`config.mk`:
```
export PLATFORM = sky130hd
export DESIGN_NAME = fp32_sub_seq
export DESIGN_NICKNAME = d
export VERILOG_FILES = /design/src/rtl/fp32_sub_seq.sv
export SDC_FILE = /design/constraint.sdc
export NUM_CORES = 1
export LEC_CHECK = 0
export ABC_AREA = 1
export BUFFER_PORTS_ARGS = -buffer_cell sky130_fd_sc_hd__buf_4
export CAP_MARGIN = 20
export CORE_ASPECT_RATIO = 0.6
export CORE_MARGIN = 3
export CORE_UTILIZATION = 45
export DETAILED_ROUTE_END_ITERATION = 12
export HOLD_SLACK_MARGIN = 0.06
export PLACE_DENSITY = 0.62
export SYNTH_ARGS = -nofsm -noshare
export SYNTH_HDL_FRONTEND = slang
export SYNTH_SLANG_ARGS = --single-unit
```
`constraint.sdc`:
```
create_clock -name clk -period 6.5 [get_ports clk]
set_input_delay 1.625 -clock clk [delete_from_list [all_inputs] [get_ports clk]]
set_output_delay 1.625 -clock clk [all_outputs]
set_load 0.1 [all_outputs]
```
`src/rtl/fp32_sub_seq.sv`:
```
// fp32_sub_seq: multi-cycle FP32 subtractor, result = a - b.
// Truncating datapath: the implicit leading 1 is always applied, there is
// no rounding, and zero/denormal/Inf/NaN inputs get no special handling.
// Operation flow: IDLE -> ALIGN -> ADDSUB -> NORM (one shift per edge) -> DONE.
//
// Ports:
//   clk        rising-edge clock
//   rst        asynchronous active-high reset; aborts any operation in flight
//   in_valid   a/b valid        in_ready   high only in IDLE
//   a, b       FP32 minuend / subtrahend
//   out_valid  result valid, held until consumed
//   out_ready  consumer accepts result
//   result     registered FP32 difference
//   busy       high in any state other than IDLE
//
// Handshake: operands transfer on a rising edge where in_valid & in_ready;
// the result transfers on a rising edge where out_valid & out_ready. Once
// raised, out_valid and result hold until that transfer happens.
module fp32_sub_seq #(
    parameter int NORM_LIMIT = 23
) (
    input  logic        clk,
    input  logic        rst,
    input  logic        in_valid,
    output logic        in_ready,
    input  logic [31:0] a,
    input  logic [31:0] b,
    output logic        out_valid,
    input  logic        out_ready,
    output logic [31:0] result,
    output logic        busy
);

    typedef enum logic [2:0] {
        S_IDLE,
        S_ALIGN,
        S_ADDSUB,
        S_NORM,
        S_DONE
    } state_t;

    localparam logic [4:0] LIMIT = 5'(NORM_LIMIT);

    state_t      state_q, state_d;
    logic [31:0] a_q, a_d;
    logic [31:0] b_q, b_d;          // sign bit stored already inverted
    logic [23:0] ma_q, ma_d;
    logic [23:0] mb_q, mb_d;
    logic [7:0]  er_q, er_d;
    logic [24:0] sum_q, sum_d;
    logic        sign_q, sign_d;
    logic [4:0]  cnt_q, cnt_d;
    logic [31:0] result_q, result_d;
    logic        out_valid_q, out_valid_d;

    // Scratch values for the ALIGN and NORM steps
    logic [7:0]  diff;
    logic [23:0] full_ma, full_mb;
    logic [24:0] sum_n;
    logic [7:0]  er_n;
    logic        finish;

    always_comb begin
        state_d     = state_q;
        a_d         = a_q;
        b_d         = b_q;
        ma_d        = ma_q;
        mb_d        = mb_q;
        er_d        = er_q;
        sum_d       = sum_q;
        sign_d      = sign_q;
        cnt_d       = cnt_q;
        result_d    = result_q;
        out_valid_d = out_valid_q;
        diff        = 8'd0;
        full_ma     = {1'b1, a_q[22:0]};
        full_mb     = {1'b1, b_q[22:0]};
        sum_n       = sum_q;
        er_n        = er_q;
        finish      = 1'b0;

        case (state_q)
            S_IDLE: begin
                if (in_valid) begin
                    a_d     = a;
                    b_d     = {~b[31], b[30:0]};
                    state_d = S_ALIGN;
                end
            end

            S_ALIGN: begin
                // Shift the smaller-exponent mantissa right; 24+ flushes to 0
                if (a_q[30:23] > b_q[30:23]) begin
                    diff = a_q[30:23] - b_q[30:23];
                    ma_d = full_ma;
                    mb_d = (diff >= 8'd24) ? 24'd0 : (full_mb >> diff);
                    er_d = a_q[30:23];
                end else begin
                    diff = b_q[30:23] - a_q[30:23];
                    ma_d = (diff >= 8'd24) ? 24'd0 : (full_ma >> diff);
                    mb_d = full_mb;
                    er_d = b_q[30:23];
                end
                state_d = S_ADDSUB;
            end

            S_ADDSUB: begin
                if (a_q[31] == b_q[31]) begin
                    sum_d  = {1'b0, ma_q} + {1'b0, mb_q};
                    sign_d = a_q[31];
                end else if (ma_q >= mb_q) begin
                    sum_d  = {1'b0, ma_q - mb_q};
                    sign_d = a_q[31];
                end else begin
                    sum_d  = {1'b0, mb_q - ma_q};
                    sign_d = b_q[31];
                end
                cnt_d   = 5'd0;
                state_d = S_NORM;
            end

            S_NORM: begin
                if (sum_q[24]) begin
                    // Carry out: one right shift; a zero exponent stays zero
                    sum_n  = sum_q >> 1;
                    er_n   = (er_q == 8'd0) ? 8'd0 : er_q + 8'd1;
                    finish = 1'b1;
                end else if (!sum_q[23] && er_q != 8'd0 && cnt_q < LIMIT) begin
                    sum_d = sum_q << 1;
                    er_d  = er_q - 8'd1;
                    cnt_d = cnt_q + 5'd1;
                end else begin
                    finish = 1'b1;
                end
                if (finish) begin
                    sum_d       = sum_n;
                    er_d        = er_n;
                    result_d    = {sign_q, er_n, sum_n[22:0]};
                    out_valid_d = 1'b1;
                    state_d     = S_DONE;
                end
            end

            S_DONE: begin
                if (out_ready) begin
                    out_valid_d = 1'b0;
                    state_d     = S_IDLE;
                end
            end

            default: state_d = S_IDLE;
        endcase
    end

    always_ff @(posedge clk or posedge rst) begin
        if (rst) begin
            state_q     <= S_IDLE;
            a_q         <= '0;
            b_q         <= '0;
            ma_q        <= '0;
            mb_q        <= '0;
            er_q        <= '0;
            sum_q       <= '0;
            sign_q      <= 1'b0;
            cnt_q       <= '0;
            result_q    <= '0;
            out_valid_q <= 1'b0;
        end else begin
            state_q     <= state_d;
            a_q         <= a_d;
            b_q         <= b_d;
            ma_q        <= ma_d;
            mb_q        <= mb_d;
            er_q        <= er_d;
            sum_q       <= sum_d;
            sign_q      <= sign_d;
            cnt_q       <= cnt_d;
            result_q    <= result_d;
            out_valid_q <= out_valid_d;
        end
    end

    assign in_ready  = (state_q == S_IDLE);
    assign busy      = (state_q != S_IDLE);
    assign out_valid = out_valid_q;
    assign result    = result_q;

endmodule

```
* Word-level counts from Yosys, hierarchy flattened
Cells that the tools add are included.
Word-level totals: input bits 68, bits in read-only memories 0, memory bits (writable) 0, latch bits 0, output and inout port bits 35, memories kept 0, bits in registers 187, word-level logic and storage cells 94
Cells by class: eq/ne operators 14, add/sub/neg operators 8, reductions and logical operators 18, shift operators 2, magnitude comparators 5, multiplexer cells 33, $mul 0, div/mod/pow operators 0, bitwise logic cells 1
Operators with widths (number):
- $mux W24 | 6
- $mux W25 | 4
- $pmux W25 S2 | 1
- $mux W8 | 6
- $shr A24 B8 Y24 | 2
- $sub A24 B24 Y24 | 2
- $add A24 B24 Y25 | 1
- $ge A24 B24 Y1 | 1
- $ge A8 B5 Y1 const B | 2
- $pmux W8 S2 | 1
- $sub A8 B8 Y8 | 2
- $pmux W3 S5 | 1
- $reduce_and A3 Y1 | 5
- $ne A3 B3 Y1 const B | 4
- $mux W5 | 2
- $ne A2 B2 Y1 const B | 5
- $pmux W5 S2 | 1
- $mux W3 | 3
- $add A8 B1 Y8 const B | 1
- $gt A8 B8 Y1 | 1
- $logic_not A8 Y1 | 1
- $reduce_bool A8 Y1 | 1
- $sub A8 B1 Y8 const B | 1
- $mux W1 | 7
- other kinds (15) | 20

* Longest topological paths before layout
depth in word-level cells 8, depth in mapped cells 23, depth with buffers taken out 22

* Worst setup path after synthesis
Ideal clock, no wire load.
path type reg2out, start register state_q[2], end output busy, arrival 2772 ps, slack 2103 ps, cell stages (with the launch flop) 5, cells stage by stage dfrtp_1 -> nor2_1 -> inv_1 -> nor2_1 -> inv_1
Between the ends: cells in the longest elaborated chain, start to end 1
Ends and longest elaborated chain:
- start, declared | RTL line 44 | state_t state_q, state_d;
- start signal, assigned | RTL line 169 | state_q <= state_d;
- $reduce_bool A3 Y1 | RTL line 184 | assign busy = (state_q != S_IDLE);
- end, declared | RTL line 31 | output logic busy
No other way between the ends.

* Worst setup path in the final report
start register a_q[29], end register mb_q[20]
Between the ends: cells in the longest elaborated chain, start to end 4, elaborated cells on any way between the ends 6
Ends and longest elaborated chain:
- start, declared | RTL line 45 | logic [31:0] a_q, a_d;
- start signal, assigned | RTL line 158 | a_q <= '0;
- start signal, assigned | RTL line 170 | a_q <= a_d;
- $sub A8 B8 Y8 | RTL line 94 | diff = a_q[30:23] - b_q[30:23];
- $shr A24 B8 Y24 / $ge A8 B5 Y1 (equally long branches) | RTL line 96 | mb_d = (diff >= 8'd24) ? 24'd0 : (full_mb >> diff);
- $mux W24 | RTL line 96
- $mux W24 * | RTL line 93 | if (a_q[30:23] > b_q[30:23]) begin
- end signal, assigned | RTL line 173 | mb_q <= mb_d;
- end, declared | RTL line 48 | logic [23:0] mb_q, mb_d;
Mark *: on every way between the ends. The rest lies on a longest branch, timed or not. A chain may end at the register's enable or synchronous reset.

==> summary.md <==
| Metric | Value |
|---|---|
| Status | `finished, final reports clean` |
| Largest net degree at the start of global routing | `between 100 and 150` |
| # DRC | `0` |
| PostCTS Resize Cnt | `0` |
| Synth Area in XOR/XNOR | `under 10%` |
| Number of flops mapped to enable cells by yosys | `0` |
| Tot GR Track Use | `approximately 31%` |
| Layout Nets | `between 2000 and 3000` |
| Via/cell ratio | `just under 6` |
| Synth top area cells | `dfrtp_1, nand2_1, nand3_1` |
| Vias in the first global route | `~16000` |
| Yosys top cell by area | `dfrtp_1` |
| Final setup fails | `0` |
| Rows | `53` |
| N_diodes | `0` |
| Worst-path maximum fanout | `11` |
| Post-CTS Setup Bufs | `0` |
| Met3 usage | `10.1%` |
| GRT busiest layer | `met1` |
| Starting density of the core | `approximately 46%` |
| # fillers | `3686` |
| Worst skew pair latency | `between 0.4 and 0.5 ns` |
| Min Tclk post-route | `~3.8 ns` |
| I/O pin cnt | `~100` |
| Detail Route Antenna Nets | `0` |
| Hold crit path type | `reg2reg` |
| Post-synthesis simple-gate area fraction | `about a third` |
| DIE HEIGHT | `around 150 um` |
| Compound-Gate Fraction of Synth Area | `15.7%` |
| Avg WL per Cell | `around 21 um` |
| FF-to-FF setup slack | `about 2.7 ns` |
| Area of the core | `approximately 0.035 sq mm` |
| Ys async rst share | `100%` |
| CTS sink cnt | `roughly 190` |
| Die area | `0.0389 sq mm` |
| CP required | `a little under 7 ns` |
| Mux share of post-synthesis cell area | `under 10%` |
| RSZ-0062 raised after global routing | `no` |
| Longest Clk Path Bufs | `2` |
| CTS root buf | `clkbuf_16` |
| Final GP Congestion | `between 1 and 1.5` |
| Setup TNS | `0 ns` |
| Fin crit share | `around 60%` |
| Register bit total from synthesis | `around 190` |
| Seq/Total Area, Yosys | `between 20% and 30%` |
| Synth Area in Adders | `under 10%` |
| CTS Buf Count | `17` |
| Area grow syn2layout | `9.29%` |
| Slew @ Worst Pin | `1.04 ns` |
| Clock skew | `0.0180 ns` |
| First-pass GRT wire length | `93900 um` |
| Worst slew margin | `between 20% and 30%` |
| Distinct cells, synth | `59` |
| Main synth FF type | `dfrtp_1` |
| GR Util met2 | `41.3%` |
| Routed wire length | `between 60000 and 70000 um` |
| TritonCTS clock tree | `built` |
| Drt pass-1 iters | `6` |
| Share of cells above drive strength 1 | `a little over a tenth` |
| Post-DP HPWL | `approximately 47000 um` |
| Buffers on Ports | `between 100 and 150` |
| Fin. Hold Viols | `0` |
| Maxcap violations | `0` |
| Die Wd | `253 um` |
| Register clock-pin slew on the reported worst setup and hold paths | `roughly 0.080 ns` |
| GRT overflow | `0` |
| Gate Count Post-Synth | `between 2000 and 2500` |
| Warnings from Yosys | `0` |
| Worst Hold Launch | `result[13]` |
| Top cell type's share of synthesized area | `around 28%` |
| Max Transition Viols Final | `0` |
| Critical Path Source | `a_q[29]` |
| Htree depth | `4` |
| Max Freq | `about 260 MHz` |
| Hold-fix buffers at CTS | `0` |
| Mean Syn Cell Area | `roughly 6.7 sq um` |
| Critical path class | `reg2reg` |
| Worst R2R Start | `a_q[29]` |
| Initial antenna violation count | `0` |
| Initial DRC Count | `roughly 2300` |
| Routed via count | `between 15000 and 20000` |
| Critical Path AT | `between 4 and 5 ns` |
| Critical path endpoint category | `flop` |
| CP Launch Type | `flop` |
| Syn_nets | `between 2000 and 3000` |
| Mapped Area | `0.0164 sq mm` |
| Met1 Use GR | `between 40% and 50%` |
| Largest family of logic cells by synthesized area | `simple AND/OR/NAND/NOR gates` |
==> metrics by stage <==
stage                     std cells  worst slack (ns)  util (%)  hold WS [ns]  area, sq um
after floorplan                2454              2.10         -         0.471        16400
after global placement         2915              2.59      48.9         0.466        17400
after detailed placement       2915              2.46      48.9         0.466        17400
after CTS                      2947              2.41      50.5         0.487        17900
after global routing           2949              2.33      50.6         0.512        18000
final                          2949              2.66      50.6         0.484        18000
==> state kept, by name, summed over array words and instances (netlist names) <==
register,count
out_valid,1
ma_q,24
sign_q,1
cnt_q,5
result,32
state_q,3
b_q,32
a_q,32
sum_q,25
er_q,8
mb_q,24
==> routing by layer <==
| metal | share of wire [%] | vias to the layer above | routed length [um] |
|---|---|---|---|
| li1 | - | 8124 | - |
| met1 | 49 | 8232 | 29600 |
| met2 | 38 | 760 | 23300 |
| met3 | 11 | 52 | 6950 |
| met4 | 1.3 | 0 | 813 |
| met5 | 0 | - | 0 |
==> synthesized netlist by cell type, types with 3 or more instances <==
master,instances
xnor2_1,7
nor3_1,12
mux2_2,43
nor2_4,3
nor2_2,4
nand3_1,263
a221oi_1,19
a21boi_0,6
fa_1,5
buf_6,3
o31ai_1,3
a22oi_1,18
buf_4,14
o21ai_1,16
nand2_1,666
inv_1,246
o21ai_0,126
a31oi_1,7
o21a_1,4
buf_1,15
ha_1,91
inv_2,13
nor2_1,180
o211ai_1,9
nand2_2,12
a21boi_1,9
nor3_2,3
nand4_1,62
a21oi_1,206
dfrtp_1,187
xor2_1,48
o21bai_1,9
nand3_2,8
buf_2,37
a21oi_2,9
a21o_1,3
clkbuf_1,56
nor4_1,3
==> critical path, cell delays in order, from the launching register on <==
cell and delay [ns]:
dfrtp_1 0.37, inv_1 0.07, ha_1 0.41, nand2_1 0.13, inv_1 0.06, a21oi_1 0.21
nand2_1 0.08, nand2_1 0.35, nand2_1 0.13, nor2_2 0.43, nand3_1 0.13, nand3_1 0.16
nand4_1 0.14, o21ai_0 0.66, nand2_1 0.28, o21ai_0 0.15
==> cell type report <==
class,count,area (sq um),share of cell area [%]
Multi-Input combinational cell,1881,10200,56.8
Sequential cell,187,4680,26.0
Inverter,261,985,5.48
Timing Repair Buffer,121,941,5.24
Tap cell,467,584,3.25
Clock buffer,17,425,2.37
Clock inverter,15,154,0.857
==> path summary, 6_finish.rpt <==
| check | end | cells past startpoint |
|---|---|---|
| setup / recovery | mb_q[20] | 15 |
| max in group asynchronous | result[13] | 3 |
| hold reg to reg | result[13] | 2 |
| min in group asynchronous | b_q[21] | 3 |
| hold / removal | result[13] | 2 |
| setup reg to reg | mb_q[20] | 15 |
==> kinds of logic after synthesis <==
kind of cell | count (synthesis)
adders and majority gates | 96
and+or+nand+nor | 1228
buffers and inverters | 386
muxes | 43
xor gates and xnor gates | 58
AOI/OAI and AO/OA | 456
DFF | 187
==> layout by cell type, fill, tap and decap left out, types with 13 or more instances in the layout <==
master and instances:
nor2_1 179, inv_1 245, buf_4 118, o21ai_1 16, a221oi_1 19, o21ai_0 126
inv_2 13, clkbuf_16 17, nand3_1 263, dfrtp_1 187, a22oi_1 18, a21oi_1 206
ha_1 91, nand4_1 62, mux2_2 43, xor2_1 48, nand2_1 665
Power is not shown: default switching activity piles up to over one toggle a cycle in this logic, so the estimate is an artifact.
